<file path="config.mk">
export PLATFORM = sky130hd
export DESIGN_NAME = store_merge_unit_flat
export DESIGN_NICKNAME = d
export VERILOG_FILES = /design/src/rtl/store_merge_unit_if.sv /design/src/rtl/store_merge_unit.sv /design/src/flat_wrapper.sv
export SDC_FILE = /design/constraint.sdc
export NUM_CORES = 1
export LEC_CHECK = 0
export CAP_MARGIN = 10
export CORE_MARGIN = 2
export CORE_UTILIZATION = 40
export CTS_CLUSTER_SIZE = 12
export DETAILED_ROUTE_END_ITERATION = 10
export HOLD_SLACK_MARGIN = 0.12
export PLACE_DENSITY = 0.7
export SYNTH_ARGS = -nofsm -noshare
export SYNTH_HDL_FRONTEND = slang
export SYNTH_SLANG_ARGS = --single-unit
</file>
<file path="constraint.sdc">
create_clock -name clk -period 2.45 [get_ports clk]
set_input_delay 0.3675 -clock clk [delete_from_list [all_inputs] [get_ports clk]]
set_output_delay 0.3675 -clock clk [all_outputs]
set_load 0.05 [all_outputs]
</file>
<file path="src/rtl/store_merge_unit_if.sv">
// Bus bundle for store_merge_unit: the store request/response handshake
// toward the requester and the word-wide read/write port toward memory.
interface store_merge_unit_if #(
  parameter int ADDR_W = 32
) ();
  logic              start;
  logic [ADDR_W-1:0] addr;
  logic [31:0]       wdata;
  logic [1:0]        ssel;
  logic              busy;
  logic              done;
  logic              err;
  logic [ADDR_W-1:0] mem_addr;
  logic              mem_re;
  logic [31:0]       mem_rdata;
  logic              mem_we;
  logic [31:0]       mem_wdata;
  logic              mem_ready;

  // DUT side
  modport slave (
    input  start, addr, wdata, ssel, mem_rdata, mem_ready,
    output busy, done, err, mem_addr, mem_re, mem_we, mem_wdata
  );

  // Requester / memory model side
  modport master (
    output start, addr, wdata, ssel, mem_rdata, mem_ready,
    input  busy, done, err, mem_addr, mem_re, mem_we, mem_wdata
  );
endinterface

</file>
<file path="src/rtl/store_merge_unit.sv">
// store_merge_unit: turns a byte/half/word store into whole-word memory
// traffic. Sub-word stores do read-modify-write; word stores write directly;
// misaligned or reserved-size requests complete at once with err set.
module store_merge_unit #(
  parameter int ADDR_W = 32
) (
  input  logic               clk,
  input  logic               rst_n,
  store_merge_unit_if.slave  bus
);

  localparam logic [2:0] S_IDLE  = 3'd0;
  localparam logic [2:0] S_READ  = 3'd1;
  localparam logic [2:0] S_MERGE = 3'd2;
  localparam logic [2:0] S_WRITE = 3'd3;
  localparam logic [2:0] S_DONE  = 3'd4;

  logic [2:0]        r_state;
  logic [2:0]        w_next;
  logic [ADDR_W-1:0] r_addr;
  logic [31:0]       r_wdata;
  logic [1:0]        r_ssel;
  logic [31:0]       r_rdata;
  logic [31:0]       r_mdata;
  logic              r_err;
  logic              w_illegal;
  logic              w_accept;

  // Insert the store data into the read word at the lane picked by the
  // low address bits; upper wdata bits beyond the store size are dropped.
  function automatic logic [31:0] f_merge(input logic [31:0] rd,
                                          input logic [31:0] wd,
                                          input logic [1:0]  sel,
                                          input logic [1:0]  off);
    logic [31:0] m;
    m = rd;
    case (sel)
      2'b00: begin
        case (off)
          2'd0:    m[7:0]   = wd[7:0];
          2'd1:    m[15:8]  = wd[7:0];
          2'd2:    m[23:16] = wd[7:0];
          2'd3:    m[31:24] = wd[7:0];
          default: m        = rd;
        endcase
      end
      2'b01: begin
        if (off[1]) m[31:16] = wd[15:0];
        else        m[15:0]  = wd[15:0];
      end
      default: m = wd;
    endcase
    return m;
  endfunction

  assign w_accept = (r_state == S_IDLE) && bus.start;

  // Classify the incoming request: reserved size or misaligned half/word
  always_comb begin
    w_illegal = 1'b0;
    case (bus.ssel)
      2'b00:   w_illegal = 1'b0;
      2'b01:   w_illegal = bus.addr[0];
      2'b10:   w_illegal = (bus.addr[1:0] != 2'b00);
      default: w_illegal = 1'b1;
    endcase
  end

  // Next-state logic; word stores skip the read, rejects go straight to DONE
  always_comb begin
    w_next = r_state;
    case (r_state)
      S_IDLE: begin
        if (bus.start) begin
          if (w_illegal)              w_next = S_DONE;
          else if (bus.ssel == 2'b10) w_next = S_WRITE;
          else                        w_next = S_READ;
        end else begin
          w_next = S_IDLE;
        end
      end
      S_READ: begin
        if (bus.mem_ready) w_next = S_MERGE;
        else               w_next = S_READ;
      end
      S_MERGE: w_next = S_WRITE;
      S_WRITE: begin
        if (bus.mem_ready) w_next = S_DONE;
        else               w_next = S_WRITE;
      end
      S_DONE:  w_next = S_IDLE;
      default: w_next = S_IDLE;
    endcase
  end

  // State register
  always_ff @(posedge clk or negedge rst_n) begin
    if (!rst_n) r_state <= S_IDLE;
    else        r_state <= w_next;
  end

  // Request capture, read-data capture and merged-word register
  always_ff @(posedge clk or negedge rst_n) begin
    if (!rst_n) begin
      r_addr  <= '0;
      r_wdata <= 32'h0000_0000;
      r_ssel  <= 2'b00;
      r_rdata <= 32'h0000_0000;
      r_mdata <= 32'h0000_0000;
      r_err   <= 1'b0;
    end else begin
      if (w_accept) begin
        r_addr  <= bus.addr;
        r_wdata <= bus.wdata;
        r_ssel  <= bus.ssel;
        r_err   <= w_illegal;
        // Word stores bypass MERGE, so the write word is loaded here
        if (!w_illegal && (bus.ssel == 2'b10)) r_mdata <= bus.wdata;
      end
      if ((r_state == S_READ) && bus.mem_ready) r_rdata <= bus.mem_rdata;
      if (r_state == S_MERGE) r_mdata <= f_merge(r_rdata, r_wdata, r_ssel, r_addr[1:0]);
    end
  end

  // Outputs are decoded from state or driven straight from registers
  assign bus.busy      = (r_state != S_IDLE);
  assign bus.done      = (r_state == S_DONE);
  assign bus.err       = (r_state == S_DONE) && r_err;
  assign bus.mem_re    = (r_state == S_READ);
  assign bus.mem_we    = (r_state == S_WRITE);
  assign bus.mem_addr  = {r_addr[ADDR_W-1:2], 2'b00};
  assign bus.mem_wdata = r_mdata;

endmodule

</file>
<file path="src/flat_wrapper.sv">
// flat-port wrapper written by rule: the top's interface ports become plain ports
module store_merge_unit_flat 
#(
  parameter int ADDR_W = 32
)
  (clk, rst_n, bus_start, bus_addr, bus_wdata, bus_ssel, bus_mem_rdata, bus_mem_ready, bus_busy, bus_done, bus_err, bus_mem_addr, bus_mem_re, bus_mem_we, bus_mem_wdata);
  store_merge_unit_if #(.ADDR_W(ADDR_W)) bus_i ();
  input  logic clk;
  input  logic rst_n;
  input wire logic [$bits(bus_i.start)-1:0] bus_start;
  input wire logic [$bits(bus_i.addr)-1:0] bus_addr;
  input wire logic [$bits(bus_i.wdata)-1:0] bus_wdata;
  input wire logic [$bits(bus_i.ssel)-1:0] bus_ssel;
  input wire logic [$bits(bus_i.mem_rdata)-1:0] bus_mem_rdata;
  input wire logic [$bits(bus_i.mem_ready)-1:0] bus_mem_ready;
  output wire logic [$bits(bus_i.busy)-1:0] bus_busy;
  output wire logic [$bits(bus_i.done)-1:0] bus_done;
  output wire logic [$bits(bus_i.err)-1:0] bus_err;
  output wire logic [$bits(bus_i.mem_addr)-1:0] bus_mem_addr;
  output wire logic [$bits(bus_i.mem_re)-1:0] bus_mem_re;
  output wire logic [$bits(bus_i.mem_we)-1:0] bus_mem_we;
  output wire logic [$bits(bus_i.mem_wdata)-1:0] bus_mem_wdata;
  assign bus_i.start = bus_start;
  assign bus_i.addr = bus_addr;
  assign bus_i.wdata = bus_wdata;
  assign bus_i.ssel = bus_ssel;
  assign bus_i.mem_rdata = bus_mem_rdata;
  assign bus_i.mem_ready = bus_mem_ready;
  assign bus_busy = bus_i.busy;
  assign bus_done = bus_i.done;
  assign bus_err = bus_i.err;
  assign bus_mem_addr = bus_i.mem_addr;
  assign bus_mem_re = bus_i.mem_re;
  assign bus_mem_we = bus_i.mem_we;
  assign bus_mem_wdata = bus_i.mem_wdata;
  store_merge_unit #(.ADDR_W(ADDR_W)) u_core (.clk(clk), .rst_n(rst_n), .bus(bus_i));
endmodule
</file>
==> results of run 1 <==
## layout by cell type, fill, tap and decap left out, types with 3 or more instances in the layout
cell / instances
a211o_1: 7
o22ai_1: 15
o21ai_0: 20
a22o_1: 7
clkbuf_8: 7
nor3_1: 4
a211oi_1: 8
mux2_2: 41
buf_12: 5
clkbuf_16: 17
and3_1: 9
dfrtp_1: 134
a21oi_1: 25
o211ai_1: 8
nand2b_1: 4
buf_4: 11
mux2i_1: 18
inv_1: 3
a22oi_1: 29
nand2_1: 215
clkinv_2: 3
nand3_1: 8
clkdlybuf4s50_1: 162
## area by class of cell
type	count	share of cell area, %
Tap cell	211	3.05
Timing Repair Buffer	184	21.6
Inverter	5	0.217
Sequential cell	134	38.7
Multi-Input combinational cell	440	29.4
Clock buffer	25	6.06
Clock inverter	7	1.04
## sequential cells by signal, summed over array words and instances (netlist names)
register / flops
u_core.r_rdata: 32
u_core.bus.mem_wdata: 32
u_core.r_addr: 32
u_core.r_state: 3
u_core.r_ssel: 2
u_core.r_wdata: 32
u_core.r_err: 1
## power groups by stage
stage / logic, mW / registers, mW / clock network [mW]
after CTS: 6.55 / 4.29 / 2.64
after global routing: 7.02 / 4.43 / 2.76
after floorplan: 4.13 / 4.71 / 0
after global placement: 6.39 / 4.26 / 0
after detailed placement: 6.53 / 4.32 / 0
final: 6.53 / 4.31 / 2.60
## cell families (layout without fill, tap and decap cells)
kind of cell	count (synthesis)	count (layout)
and+or+nand+nor	253	253
buffers and inverters	80	221
AOI/OAI and AO/OA	125	125
other	1	2
muxes	59	59
xor gates and xnor gates	1	1
DFF	134	134
## through the flow
| stage | total power, mW | cells | util (%) | instance area (sq um) |
|---|---|---|---|---|
| after floorplan | 8.84 | 654 | - | 6340 |
| after global placement | 10.7 | 973 | 52.5 | 8040 |
| after detailed placement | 10.9 | 973 | 52.5 | 8040 |
| after CTS | 13.5 | 1006 | 56.6 | 8660 |
| after global routing | 14.2 | 1006 | 56.6 | 8670 |
| final | 13.4 | 1006 | 56.6 | 8670 |
## what timing repair did
item                                    in CTS  in global routing
hold endpoints to repair                    59                  0
pin swaps                                    0                  0
gates resized for setup                      2                  2
hold buffers                                 1                  0
endpoints found under the setup margin       2                  2
## worst paths after layout
check	from	to	slack, ns
worst max-delay path	u_core.r_state[2]	bus_mem_we	0.28
min in group asynchronous	rst_n	u_core.r_rdata[25]	0.51
max in group asynchronous	rst_n	u_core.r_wdata[22]	1.22
worst max register to register	u_core.r_state[1]	u_core.bus.mem_wdata[5]	0.51
worst min register to register	u_core.r_addr[3]	u_core.r_addr[3]	0.47
worst min-delay path	u_core.r_addr[3]	u_core.r_addr[3]	0.47
## layer usage
layer	up-vias	GRT usage [%]	routed length, um
met5	-	0	0
met4	0	8.10	380
met3	30	5.41	1150
met2	215	34.7	8650
met1	2546	28.9	7660
li1	2461	-	-
## critical path, delay by kind of cell, from the launching register on
kind	cells	cell delay, ns
buf+inv	1	0.53
flops	1	0.51
simple gates	2	0.34
==> impl_metrics.tcl, run 1 <==
set metrics [dict create \
    outcome "complete, no violations" \
    holdWs_ns 0.471 \
    clkSinkCount 134 \
    grt_max_degree 67 \
    crit_type "reg -> out" \
    slowest_stage "dlygate4sd2_1" \
    grt_pass1_wl_um 27900 \
    fin_skew_ns 0.00592 \
    combPwrFrac_pct 48.6 \
    synth_area_sq_um 6330 \
    internal_power_mw 7.53 \
    synth_ff_type "dfrtp_1" \
    fin_crit_sh_pct 88.5 \
    p_sw_mw 5.91 \
    n_antenna_cell 0 \
    finalMaxSlewViolations 0 \
    synth_common_cells "nand2_1 (216), dfrtp_1 (134), mux2_2 (41)" \
    synthAdderAreaFrac_pct 0 \
    synth_most_common_cell "nand2_1" \
    synth_top_family_by_area "simple AND/OR/NAND/NOR gates" \
    vias 5252 \
    p_per_area_nw_per_um2 1550 \
    fillers 1314 \
    yosysWarnings 0 \
    cts_inserted_buffers 17 \
    place_congestion 0.852 \
    synth_area_leaders "dfrtp_1 (53%), nand2_1 (13%), mux2_2 (7.3%), buf_4 (4.1%), a22oi_1 (3.4%)" \
    postCtsSetupRepairBufs 0 \
    die_h_um 130 \
    timing.fmax_mhz 461 \
    ant_nets 0 \
    syn_to_final_growth_pct 36.9 \
    worstPathArrival_ns 1.80 \
    start_util_pct 41.3 \
    drt-pass1-iter-count 5 \
    initialDrtViolationCount 429 \
    rsz0062_at_grt "no" \
    clock_power_share_pct 19.3 \
    clock_latency_ns 0.42 \
    cp.required_ns 2.08 \
    hold_path_class "reg -> reg" \
    netlist_instances 653 \
    async_flop_share_pct 100 \
    fin_ws_ns 0.283 \
    crit_chain "nand2b_1 > nor2_1 > dlygate4sd2_1" \
    avgRoutedWirePerCell_um 17.7 \
    io-pin-count 171 \
    dp_hpwl_um 12300 \
    dieArea_sq_um 16900 \
    power_frac_seq_pct 32.1 \
    fin_nets 884 \
    drc_errors 0 \
    cts_buffer_depth 2 \
    ys_seq_area_share_pct 53.0 \
    whs_path_depth 2 \
    synth-edff-count 0 \
    place_ws_ns 0.234 \
    seqCellArea_sq_um 3350 \
    power_leakage_nw 3.90 \
    clk_pin_slew_ns 0.05 \
    rows 45 \
    multi_input_comb_area_sq_um 2550 \
    syn_area_per_cell_sq_um 9.70 \
    vias_per_cell 5.22 \
    grt_use_total_pct 21.8 \
    htree_levels 4 \
    grt_overflow 0 \
    endpoint_kind "output pin" \
    finalSetupTns_ns 0 \
    drive_above_1_share_pct 12.2 \
    cts_tree "yes" \
    yosysTopAreaCell "dfrtp_1" \
    yosys.area_share.simple_pct 16.4 \
    yosysTopAreaCellShare_pct 53.0 \
    die_w_um 130 \
    setup-violations-final 0 \
    crit_path_start_kind "flip-flop" \
    cap_violations 0 \
    routed_wl_um 17800 \
    ys_ff_latch 134 \
    ir_drop_mv 0.680 \
    reg2reg_depth 5 \
    coreArea_sq_um 15300 \
    swShare_pct 44.0 \
    fin_crit_ns 2.17 \
    port_buffers 168 \
    synth_compound_area_share_pct 13.0 \
    grt_pass1_vias 5307 \
    slowest_delay_ns 0.53 \
    synth_cell_type_count 42 \
    antenna_found_initial 0 \
    slew_headroom_pct 51.7 \
    synth-xor-area-share_pct 0.138 \
    cp_max_fo 9 \
    muxShareOfSynthArea_pct 10.1 \
    cts_root_buf "clkbuf_16" \
    finalHoldViolCount 0 \
    tightest_slew_ns 0.722 \
]
No activity file was read; power rests on OpenSTA's default activity.
==> run 2, diff against run 1 <==
clock period = 2 ns   (was 2.45 ns; I/O delays follow)
==> run 2 against run 1 <==
Net effect:
- non-clock buffer count rose by 11
- sequential cell count did not move
- first-iteration DRC count fell by 11%
- global-route usage rose by 0.50 points
- final cell count rose by 1.1%
- utilization rose by 0.85 points
- sequential share of layout area fell by 0.54 points
- clock power rose by 21%
- die area did not move
- worst setup slack got worse by 0.24 ns
- count of clock-buffer cells in the layout fell by 3
- critical path type unchanged
- critical endpoint is now bus_mem_wdata[7]
- largest power group unchanged
==> impl_metrics.tcl, run 2 (synthesis results as in run 1) <==
set metrics [dict create \
    cts_inserted_buffers 17 \
    clock_latency_ns 0.42 \
    clk_pin_slew_ns 0.05 \
    timing.fmax_mhz 511 \
    setup-violations-final 0 \
    reg2reg_depth 5 \
    dp_cells 984 \
    power_leakage_nw 3.94 \
    crit_chain "clkdlybuf4s50_1" \
    fin_skew_ns 0.00576 \
    layout_common_cells "nand2_1 (215), clkdlybuf4s50_1 (162), dfrtp_1 (132), mux2_2 (41), a22oi_1 (29)" \
    finalHoldViolCount 0 \
    cap_violations 0 \
    cp_max_fo 2 \
    avgRoutedWirePerCell_um 17.8 \
    crit_type "reg -> out" \
    grt_max_degree 55 \
    cp_num_buf_inv 1 \
    vias_per_cell 5.29 \
    p_sw_mw 7.30 \
    fin_crit_ns 1.96 \
    ant_nets 0 \
    fin_crit_sh_pct 97.9 \
    antenna_found_initial 0 \
    io-pin-count 171 \
    drt-pass1-iter-count 6 \
    critical_path.top_delay_family "buffers and inverters" \
    power_mw 16.6 \
    ir_drop_mv 0.822 \
    grt_overflow 0 \
    coreArea_sq_um 15300 \
    start_util_pct 41.3 \
    cp.required_ns 1.70 \
    outcome "complete, no violations" \
    swShare_pct 43.9 \
    n_antenna_cell 0 \
    rows 45 \
    slowest_stage "clkdlybuf4s50_1" \
    cts_buffer_depth 2 \
    place_congestion 0.869 \
    htree_levels 4 \
    finalSetupTns_ns 0 \
    fin_ws_ns 0.0427 \
    power_frac_seq_pct 31.4 \
    grt_pass1_wl_um 28600 \
    endpoint_kind "output pin" \
    clock_power_share_pct 18.9 \
    postCtsSetupRepairBufs 0 \
    fin_nets 895 \
    finalMaxSlewViolations 0 \
    vias 5376 \
    dieArea_sq_um 16900 \
    cts_root_buf "clkbuf_16" \
    dp_hpwl_um 12800 \
    cts_tree "yes" \
    fillers 1313 \
    drc_errors 0 \
    crit_path_start_kind "flip-flop" \
    hold_path_class "in -> async" \
    internal_power_mw 9.35 \
    final_area_sq_um 8800 \
    worstPathArrival_ns 1.66 \
    clkSinkCount 134 \
    r2r-start "u_core.r_state[1]" \
    mostFrequentLayoutCell "nand2_1" \
    die_h_um 130 \
    drive_above_1_share_pct 13.9 \
    die_w_um 130 \
    routed_wl_um 18100 \
    reg2reg_to "u_core.bus.mem_wdata[3]" \
    r2r_slack_ns 0.17 \
    grt_use_total_pct 22.3 \
    port_buffers 168 \
    grt_pass1_vias 5341 \
    placed_area_sq_um 8190 \
    slowest_delay_ns 0.83 \
    p_per_area_nw_per_um2 1890 \
    final_cells 1017 \
    tightest_slew_ns 0.646 \
    place_ws_ns 0.0682 \
    initialDrtViolationCount 383 \
    combPwrFrac_pct 49.7 \
    rsz0062_at_grt "no" \
    syn_to_final_growth_pct 38.9 \
    slew_headroom_pct 56.7 \
]
-- run 2: final cells by class --
type,instances,area [sq um],share of cell area (%)
flip-flops and latches,134,3360,38.1
clock buffers,22,464,5.28
repair buffers,195,2010,22.9
well taps,211,264,3.00
inverters,5,18.8,0.213
clock inverters,10,128,1.45
multi-input cells,440,2550,29.0
-- run 2: power groups by stage --
stage          Combinational [mW]  Clock [mW]  Sequential, mW
2_1_floorplan                5.08           0            5.77
3_3_place_gp                 8.05           0            5.19
3_5_place_dp                 8.24           0            5.24
4_1_cts                      8.29        3.19            5.21
5_1_grt                      8.88        3.32            5.39
6_report                     8.27        3.15            5.23
-- run 2: per-layer routing --
metal  share of wire (%)  routed length, um  GRT usage [%]
met5                   0                  0              0
met4                 2.2                398           8.79
met3                 6.4               1160           4.72
met2                  47               8560           34.6
met1                  44               8010           30.7
-- run 2: worst max path at each step --
| stage | cells after the start | from | to |
|---|---|---|---|
| after floorplan | 3 | u_core.r_state[0] | bus_mem_re |
| after global placement | 6 | bus_ssel[0] | u_core.bus.mem_wdata[29] |
| after detailed placement | 6 | bus_ssel[0] | u_core.bus.mem_wdata[24] |
| after CTS | 1 | u_core.bus.mem_wdata[7] | bus_mem_wdata[7] |
| after global routing | 1 | u_core.bus.mem_wdata[7] | bus_mem_wdata[7] |
| final | 1 | u_core.bus.mem_wdata[7] | bus_mem_wdata[7] |
-- run 2: stage by stage --
step	hold WS, ns	utilization (%)
6_report	0.268	57.4
5_1_grt	0.257	57.4
4_1_cts	0.247	57.4
3_5_place_dp	0.128	53.5
3_3_place_gp	0.125	53.5
2_1_floorplan	0.00441	-
-- run 2: repair_timing --
action / 4_1_cts / 5_1_grt
hold buffers: 1 / 0
endpoints found under the setup margin: 0 / 2
gates resized for setup: 0 / 2
hold endpoints to repair: 134 / 0
==> run 3, diff against run 2 <==
CAP_MARGIN = 20   (was 10)
GPL_TIMING_DRIVEN = 0   (was unset)
==> run 3 against run 2 <==
Net effect:
- wire length is 2.8% higher
- hold slack better by 0.076 ns
- final area is 2.5% higher
- critical path type unchanged
- largest cell class unchanged
- largest power group unchanged
==> impl_metrics.tcl, run 3 (synthesis results as in run 1) <==
set metrics [dict create \
    timing.fmax_mhz 510 \
    holdWs_ns 0.344 \
    combPwrFrac_pct 52.1 \
    fin_ws_ns 0.0381 \
    hold_path_class "in -> async" \
    swShare_pct 44.3 \
    layout_common_cells "nand2_1 (215), clkdlybuf4s50_1 (150), dfrtp_1 (134), buf_4 (42), mux2_2 (41)" \
    port_buffers 168 \
    tightest_slew_ns 0.666 \
    crit_type "reg -> out" \
    initialDrtViolationCount 492 \
    grt_pass1_vias 5257 \
    grt_overflow 0 \
    use_met1_pct 31.5 \
    antenna_found_initial 0 \
    outcome "complete, no violations" \
    coreArea_sq_um 15300 \
    start_util_pct 41.3 \
    cts_root_buf "clkbuf_16" \
    cp_max_fo 2 \
    vias 5424 \
    routed_wl_um 18600 \
    endpoint_kind "output pin" \
    die_w_um 130 \
    placed_area_sq_um 8320 \
    setup-violations-final 0 \
    rows 45 \
    fin_crit_ns 1.96 \
    power_leakage_nw 4.22 \
    p_per_area_nw_per_um2 1870 \
    htree_levels 4 \
    clock_power_share_pct 18.0 \
    power_mw 16.8 \
    fin_skew_ns 0.00534 \
    met3_usage_pct 4.22 \
    cts_buffer_depth 2 \
    grt-busiest-layer "met2" \
    worstPathArrival_ns 1.66 \
    fin_crit_sh_pct 98.1 \
    ir_drop_mv 0.802 \
    r2r_slack_ns 0.12 \
    drt-pass1-iter-count 5 \
    n_antenna_cell 0 \
    dieArea_sq_um 16900 \
    postLayoutCoreUtil_pct 58.9 \
    drive_above_1_share_pct 17.1 \
    cts_inserted_buffers 17 \
    power_frac_seq_pct 29.9 \
    internal_power_mw 9.37 \
    slew_headroom_pct 55.4 \
    cp.required_ns 1.70 \
    finalMaxSlewViolations 0 \
    cap_violations 0 \
    p_sw_mw 7.46 \
    grt_use_total_pct 22.5 \
    clk_pin_slew_ns 0.06 \
    dp_hpwl_um 13200 \
    avgRoutedWirePerCell_um 17.4 \
    die_h_um 130 \
    mostFrequentLayoutCell "nand2_1" \
    grt_max_degree 99 \
    io-pin-count 171 \
    final_area_sq_um 9010 \
    ant_nets 0 \
    clock_latency_ns 0.42 \
    place_congestion 0.900 \
    vias_per_cell 5.06 \
    use_met2_pct 35.3 \
    clkSinkCount 134 \
    place_ws_ns -0.404 \
    crit_path_start_kind "flip-flop" \
    grt_pass1_wl_um 28700 \
    syn_to_final_growth_pct 42.4 \
    drc_errors 0 \
    rsz0062_at_grt "no" \
    cts_tree "yes" \
    finalHoldViolCount 0 \
    fin_nets 950 \
]
==> run 3: through the flow <==
stage / cells / setup TNS (ns)
after global placement: 1033 / -665.97
after detailed placement: 1034 / -19.56
final: 1072 / 0
after floorplan: 654 / 0
after CTS: 1071 / 0
after global routing: 1072 / 0
==> run 3: power groups by stage <==
stage / Sequential (mW) / Combinational [mW] / Clock [mW]
finish: 5.03 / 8.77 / 3.03
global route: 5.16 / 9.41 / 3.20
CTS: 5.01 / 8.77 / 3.07
detailed placement: 5.05 / 8.66 / 0
global placement: 5.01 / 8.52 / 0
floorplan: 5.77 / 5.08 / 0
==> run 3: final cells by class <==
class	instances	area, sq um
inverters	5	18.8
repair buffers	176	1780
clock inverters	14	135
flip-flops and latches	134	3350
multi-input cells	440	2570
clock buffers	18	439
plain buffers	74	455
fillers	1350	6300
well taps	211	264
==> run 3: layer usage <==
layer | share of wire (%) | wire length [um]
met2 | 46 | 8630
met4 | 1.5 | 272
met1 | 46 | 8500
met3 | 6.7 | 1240
met5 | 0 | 0
==> run 3: final timing paths <==
check                                       start                      end  cells past startpoint
max in group asynchronous                   rst_n        u_core.r_addr[14]                      3
worst max-delay path            u_core.r_addr[29]         bus_mem_addr[29]                      2
worst min-delay path                        rst_n       u_core.r_rdata[12]                      2
worst max register to register  u_core.r_state[0]  u_core.bus.mem_wdata[8]                      8
worst min register to register   u_core.r_addr[6]         u_core.r_addr[6]                      2
min in group clk                     bus_addr[18]        u_core.r_addr[18]                      3
==> run 3: timing repair <==
item                                    4_1_cts  5_1_grt
hold buffers                                  1        0
endpoints found under the setup margin       60       74
cloned                                        0        0
gates resized for setup                      20       31
buffers inserted                              5        1
hold endpoints to repair                     36        0
==> run 3: worst max-delay path, stage by stage, from the launching register on <==
cell and delay [ns]:
dfrtp_1 0.35, buf_4 0.11, clkdlybuf4s50_1 0.79
